`src/rtl/wallace_mult_pipe_if.sv`:
```
// wallace_mult_pipe_if: operand/result valid-ready bundle; acc_clr exists only with WALLACE_MULT_ACC_EN
interface wallace_mult_pipe_if #(
  parameter int WIDTH = 32
);
  logic in_valid, in_ready, signed_mode, out_valid, out_ready;
  logic [WIDTH-1:0] a, b;
  logic [2*WIDTH-1:0] product;
`ifdef WALLACE_MULT_ACC_EN
  logic acc_clr;
  modport master (output in_valid, a, b, signed_mode, acc_clr, out_ready, input in_ready, out_valid, product);
  modport slave (input in_valid, a, b, signed_mode, acc_clr, out_ready, output in_ready, out_valid, product);
`else
  modport master (output in_valid, a, b, signed_mode, out_ready, input in_ready, out_valid, product);
  modport slave (input in_valid, a, b, signed_mode, out_ready, output in_ready, out_valid, product);
`endif
endinterface

```
`src/rtl/wallace_mult_pipe.sv`:
```
// wallace_mult_pipe: pipelined Baugh-Wooley/Wallace multiplier with stall; WALLACE_MULT_ACC_EN adds multiply-accumulate
module wallace_mult_pipe #(
  parameter int WIDTH = 32,
  parameter int STAGES = 4
) (
  input logic clk,
  input logic rst,
  wallace_mult_pipe_if.slave bus
);
  localparam int W2 = 2 * WIDTH;
`ifdef WALLACE_MULT_ACC_EN
  localparam int SW = 3;
`else
  localparam int SW = 2;
`endif
  localparam logic [W2-1:0] ONE = {{(W2-1){1'b0}}, 1'b1};
  localparam logic [W2-1:0] BW_K = (ONE << (W2 - 1)) | (ONE << WIDTH);
  function automatic int rows_at(input int l);
    int n = WIDTH;
    for (int i = 0; i < l; i++) n = 2 * (n / 3) + n % 3;
    return n;
  endfunction
  function automatic int count_levels();
    int n = WIDTH;
    int l = 0;
    while (n > 2) begin
      n = 2 * (n / 3) + n % 3;
      l++;
    end
    return l;
  endfunction
  localparam int LEVELS = count_levels();
  localparam int MID = STAGES - 1;
  function automatic logic reg_after(input int p);
    logic r = 1'b0;
    for (int i = 0; i < MID; i++) r = r | ((i + 1) * LEVELS / MID == p);
    return r;
  endfunction
  function automatic logic [2*W2-1:0] csa3(input logic [W2-1:0] x, y, z);
    return {x ^ y ^ z, ((x & y) | (x & z) | (y & z)) << 1};
  endfunction
  function automatic logic [W2-1:0] ks_add(input logic [W2-1:0] x, y);
    logic [W2-1:0] g = x & y;
    logic [W2-1:0] p = x ^ y;
    for (int d = 1; d < W2; d = d * 2) begin
      g = g | (p & (g << d));
      p = p & (p << d);
    end
    return (x ^ y) ^ (g << 1);
  endfunction
  logic stall, hs, out_valid_d, out_valid_q;
  logic [W2-1:0] product_d, product_q, sum_x, sum_y;
  assign stall = out_valid_q && !bus.out_ready;
  assign hs = out_valid_q && bus.out_ready;
  assign bus.in_ready = !stall;
  assign bus.out_valid = out_valid_q;
  assign bus.product = product_q;
  // side = {acc_clr, signed_mode, valid}; it rides alongside the rows through every rank
  for (genvar l = 0; l <= LEVELS; l++) begin : lv
    localparam int N = rows_at(l);
    logic [W2-1:0] rows_d [N];
    logic [W2-1:0] rows [N];
    logic [SW-1:0] side_d, side;
    if (l == 0) begin : g
      always_comb begin
        rows_d = '{default: '0};
        for (int i = 0; i < WIDTH; i++)
          for (int j = 0; j < WIDTH; j++)
            rows_d[i][i+j] = (bus.a[j] & bus.b[i]) ^ (bus.signed_mode & ((i == WIDTH - 1) != (j == WIDTH - 1)));
      end
      assign side_d[1:0] = {bus.signed_mode, bus.in_valid};
`ifdef WALLACE_MULT_ACC_EN
      assign side_d[2] = bus.acc_clr;
`endif
    end else begin : g
      localparam int P = rows_at(l - 1);
      always_comb begin
        rows_d = '{default: '0};
        for (int k = 0; k < P / 3; k++)
          {rows_d[2*k], rows_d[2*k+1]} = csa3(lv[l-1].rows[3*k], lv[l-1].rows[3*k+1], lv[l-1].rows[3*k+2]);
        for (int k = 0; k < P % 3; k++) rows_d[2*(P/3)+k] = lv[l-1].rows[3*(P/3)+k];
      end
      assign side_d = lv[l-1].side;
    end
    if (reg_after(l)) begin : r
      logic [W2-1:0] rows_q [N];
      logic [SW-1:0] side_q;
      always_ff @(posedge clk or posedge rst)
        if (rst) side_q <= '0;
        else if (!stall) side_q <= side_d;
      always_ff @(posedge clk)
        if (!stall) rows_q <= rows_d;
      assign rows = rows_q;
      assign side = side_q;
    end else begin : c
      assign rows = rows_d;
      assign side = side_d;
    end
  end
`ifdef WALLACE_MULT_ACC_EN
  logic [W2-1:0] acc_d, acc_q;
  // forwarding the result being handshaked keeps back-to-back accumulations exact
  assign acc_d = hs ? product_q : acc_q;
  always_ff @(posedge clk or posedge rst)
    if (rst) acc_q <= '0;
    else acc_q <= acc_d;
`endif
  // signed correction constants join here so signed_mode is consumed at the output rank
  always_comb begin
    {sum_x, sum_y} = csa3(lv[LEVELS].rows[0], lv[LEVELS].rows[1], lv[LEVELS].side[1] ? BW_K : '0);
`ifdef WALLACE_MULT_ACC_EN
    {sum_x, sum_y} = csa3(sum_x, sum_y, lv[LEVELS].side[2] ? '0 : acc_d);
`endif
    out_valid_d = stall ? out_valid_q : lv[LEVELS].side[0];
    product_d = stall ? product_q : (lv[LEVELS].side[0] ? ks_add(sum_x, sum_y) : '0);
  end
  always_ff @(posedge clk or posedge rst)
    if (rst) begin
      out_valid_q <= 1'b0;
      product_q <= '0;
    end else begin
      out_valid_q <= out_valid_d;
      product_q <= product_d;
    end
endmodule

```
`src/flat_wrapper.sv`:
```
// flat-port wrapper written by rule: the top's interface ports become plain ports
module wallace_mult_pipe_flat 
#(
  parameter int WIDTH = 32,
  parameter int STAGES = 4
)
  (clk, rst, bus_in_valid, bus_a, bus_b, bus_signed_mode, bus_out_ready, bus_in_ready, bus_out_valid, bus_product);
  wallace_mult_pipe_if #(.WIDTH(WIDTH)) bus_i ();
  input logic clk;
  input logic rst;
  input wire logic [$bits(bus_i.in_valid)-1:0] bus_in_valid;
  input wire logic [$bits(bus_i.a)-1:0] bus_a;
  input wire logic [$bits(bus_i.b)-1:0] bus_b;
  input wire logic [$bits(bus_i.signed_mode)-1:0] bus_signed_mode;
  input wire logic [$bits(bus_i.out_ready)-1:0] bus_out_ready;
  output wire logic [$bits(bus_i.in_ready)-1:0] bus_in_ready;
  output wire logic [$bits(bus_i.out_valid)-1:0] bus_out_valid;
  output wire logic [$bits(bus_i.product)-1:0] bus_product;
  assign bus_i.in_valid = bus_in_valid;
  assign bus_i.a = bus_a;
  assign bus_i.b = bus_b;
  assign bus_i.signed_mode = bus_signed_mode;
  assign bus_i.out_ready = bus_out_ready;
  assign bus_in_ready = bus_i.in_ready;
  assign bus_out_valid = bus_i.out_valid;
  assign bus_product = bus_i.product;
  wallace_mult_pipe #(.WIDTH(WIDTH), .STAGES(STAGES)) u_core (.clk(clk), .rst(rst), .bus(bus_i));
endmodule
```
`config.mk`:
```
export PLATFORM = sky130hd
export DESIGN_NAME = wallace_mult_pipe_flat
export DESIGN_NICKNAME = d
export VERILOG_FILES = /design/src/rtl/wallace_mult_pipe_if.sv /design/src/rtl/wallace_mult_pipe.sv /design/src/flat_wrapper.sv
export SDC_FILE = /design/constraint.sdc
export NUM_CORES = 2
export LEC_CHECK = 0
export CAP_MARGIN = 20
export CORE_MARGIN = 4
export CORE_UTILIZATION = 60
export CTS_CLUSTER_SIZE = 20
export DETAILED_ROUTE_END_ITERATION = 8
export GPL_TIMING_DRIVEN = 0
export PLACE_DENSITY = 0.78
export SLEW_MARGIN = 5
export SYNTH_ARGS = -nofsm -noshare
export SYNTH_HDL_FRONTEND = slang
export SYNTH_SLANG_ARGS = --single-unit
```
`constraint.sdc`:
```
create_clock -name clk -period 47.1 [get_ports clk]
set_input_delay 9.42 -clock clk [delete_from_list [all_inputs] [get_ports clk]]
set_output_delay 9.42 -clock clk [all_outputs]
set_load 0.05 [all_outputs]
```
==> flow_summary.ini <==
[drt]
drc = 0
drt_iter0_markers = 4230
wirelength_um = 172000
dr_total_vias = 36300
detail_route.wl_per_cell_um = 27.7
dr.pass1.iters = 6
antenna_left = 0
via_per_inst = 5.82

[synthesis]
ys_seq_elements = 917
synth_flop_cell = edfxtp_1
syn_avg_cell_area_um2 = 13.5
async_flop_share_pct = 7.74
synth_cell_type_count = 67
synthAdderAreaFrac_pct = 35.3
ys_top_cells_by_count = 908 x fa_1, 846 x edfxtp_1, 699 x and2_1, 595 x inv_1, 455 x nand2_1
synth_edf_count = 846
synth_top_family_by_area = adder cells
yosysMostFrequentCell = fa_1
syn_nets = 5762
synthMuxAreaShare_pct = 0.0349
synth_compound_area_share_pct = 2.51
syn-cell-area_um2 = 60900
synth-xor-area-share_pct = 1.50
ys_top_cells_by_area = edfxtp_1 42%, fa_1 30%, and2_1 7.2%
yosysWarnings = 0
syn_inst = 4519
yosysTopAreaCellShare_pct = 41.7
yosys.area_share.simple_pct = 11.0
ys_seq_area_share_pct = 44.6
synth_area_leader_cell = edfxtp_1

[layout]
final_cell_area_um2 = 67800
multi_input_area_um2 = 30600
n_fill_cell = 7009
nets = 6021
seq_area_um2 = 27200
drive_gt1_share_pct = 4.00
syn_to_final_growth_pct = 11.3
final_core_util_pct = 67.5

[placement]
hpwl_um = 134000
place.gp.congestion = 1.00
place_area_um2 = 64400
portBuffers = 133

[clocking]
post-cts-setup-buffers = 0
clkSlewWorstSetupHoldPaths_ns = 0.05
cts_tree = built
cts.hold.buffers_added = 0
cts.sinks = 917
ctsResizeCount = 0
h-tree-depth = 3
cts-root-buf = clkbuf_16
cts_buffers = 98
insertion_delay_ns = 0.71
cts_buffer_depth = 3

[power_and_ir_drop]
p_per_area_nw_per_um2 = 75.7
p_total_mw = 5.13
irDropWorstVdd_mv = 0.0561
p_leak_nw = 29.2

[floorplan]
die_height_um = 327
die_x_um = 327
start_util_pct = 60.7
num_rows = 116
ios = 135
design.core.area_um2 = 100000
die-area_um2 = 107000

[global_route]
antenna_found_initial = 26
grt_overflow = 0
grt_pass1_vias = 38700
grt_pass1_wl_um = 255000
gr-usage-all-layers_pct = 33.4
grt_start_max_net_pins = 72

[timing]
setup_violations = 0
skew_ns = 0.0400
post-route-period-util_pct = 47.2
slew_headroom_pct = 16.4
tns_ns = 0
holdWs_ns = 0.417
rsz0062_at_grt = false
worstMarginPinSlew_ns = 1.25
slew_violations = 0
period_minus_slack_ns = 22.24
finalHoldViolCount = 0
max_freq_ghz = 0.0450

[setup_path]
worstSetupEndpointType = output pin
path_common_cell = buf_12
cp_slowest_cell = clkdlybuf4s50_1
path_max_fanout = 41
cp-start-kind = input port
setup.worst_path.class = input port to output pin
max_stage_delay_ns = 0.85
crit_chain = clkdlybuf4s50_1 > nor2b_1 > clkbuf_1 > inv_1 > buf_2 > buf_12 > buf_12 > buf_12 > clkdlybuf4s50_1
cp.required_ns = 37.68
crit_arrival_ns = 12.82

[status]
status = completed

[hold_path]
min-delay-path-class = flop to flop

[flow_run]
cap_violations = 0
state kept, by name, indices dropped and copies added, names as in the netlist:
register,flops
u_core.bus.product,64
u_core.bus.out_valid,1
u_core.lv.r.rows_q,846
u_core.lv.r.side_q,6
worst paths after layout:
path	start	to	slack, ns	cells after the start
worst max-delay path	bus_out_ready	bus_in_ready	24.86	9
worst min-delay path	u_core.lv[5].r.rows_q[259]$_DFFE_PN_	u_core.lv[8].r.rows_q[67]$_DFFE_PN_	0.42	0
worst max register to register	u_core.lv[8].r.rows_q[10]$_DFFE_PN_	u_core.bus.product[56]$_DFFE_PP0N_	43.10	13
worst min register to register	u_core.lv[5].r.rows_q[259]$_DFFE_PN_	u_core.lv[8].r.rows_q[67]$_DFFE_PN_	0.42	0
max in group asynchronous	rst	u_core.bus.product[19]$_DFFE_PP0N_	37.26	2
min in group asynchronous	rst	u_core.bus.product[38]$_DFFE_PP0N_	9.27	2
critical path: cells and delay by family:
family	cells	cell delay, ns
simple gates	1	0.04
buf+inv	8	3.27
kinds of logic (layout without fill, tap and decap cells):
| family | after synthesis | in the layout |
|---|---|---|
| AO/OA/AOI/OAI | 232 | 232 |
| other | 0 | 18 |
| buffers and inverters | 823 | 1155 |
| multiplexers | 2 | 2 |
| flip-flops | 917 | 917 |
| adder cells (fa/ha/maj) | 1174 | 1174 |
| XOR/XNOR | 104 | 104 |
| AND/OR/NAND/NOR | 1267 | 1267 |
layout make-up:
type | instances | share of cell area [%]
multi-input cells | 2779 | 45.2
repair buffers | 159 | 2.72
clock inverters | 62 | 1.07
diodes | 18 | 0.0665
clock buffers | 111 | 3.75
flip-flops and latches | 917 | 40.1
plain buffers | 228 | 1.27
inverters | 595 | 3.30
well taps | 1357 | 2.51
through the flow:
stage / instances / worst slack, ns
2_1_floorplan: 4519 / 4.67
3_3_place_gp: 6009 / -9.12
3_5_place_dp: 6034 / 24.80
4_1_cts: 6207 / 24.81
5_1_grt: 6212 / 24.64
6_report: 6226 / 24.86
cell usage in the layout (no fill, tap or decap), drive strengths merged, types with 13 or more instances in the layout:
cell	n
nor2	35
a21o	21
and2	699
o21ai	75
edfxtp	846
fa	908
inv	600
bufinv	14
nor3	13
nand2	455
nand3	23
diode	18
buf	32
clkdlybuf4s50	133
ha	266
a21oi	57
clkinv	33
clkbuf	333
xor2	26
xnor2	78
dfrtp	71
metal layers:
metal,part of all wire (%),vias up,track usage (%)
met5,0.034,-,0
met3,13,486,11.2
met4,6.6,8,18.5
li1,-,15000,-
met1,37,18500,44.5
met2,44,2316,49.0
where the power goes:
group / switching, mW / leakage, nW / total [mW] / internal, mW
logic: 1.66 / 17.9 / 2.68 / 1.03
clock network: 0.338 / 1.58 / 0.803 / 0.465
registers: 0.154 / 9.80 / 1.64 / 1.49
(Power assumes the default switching activity.)
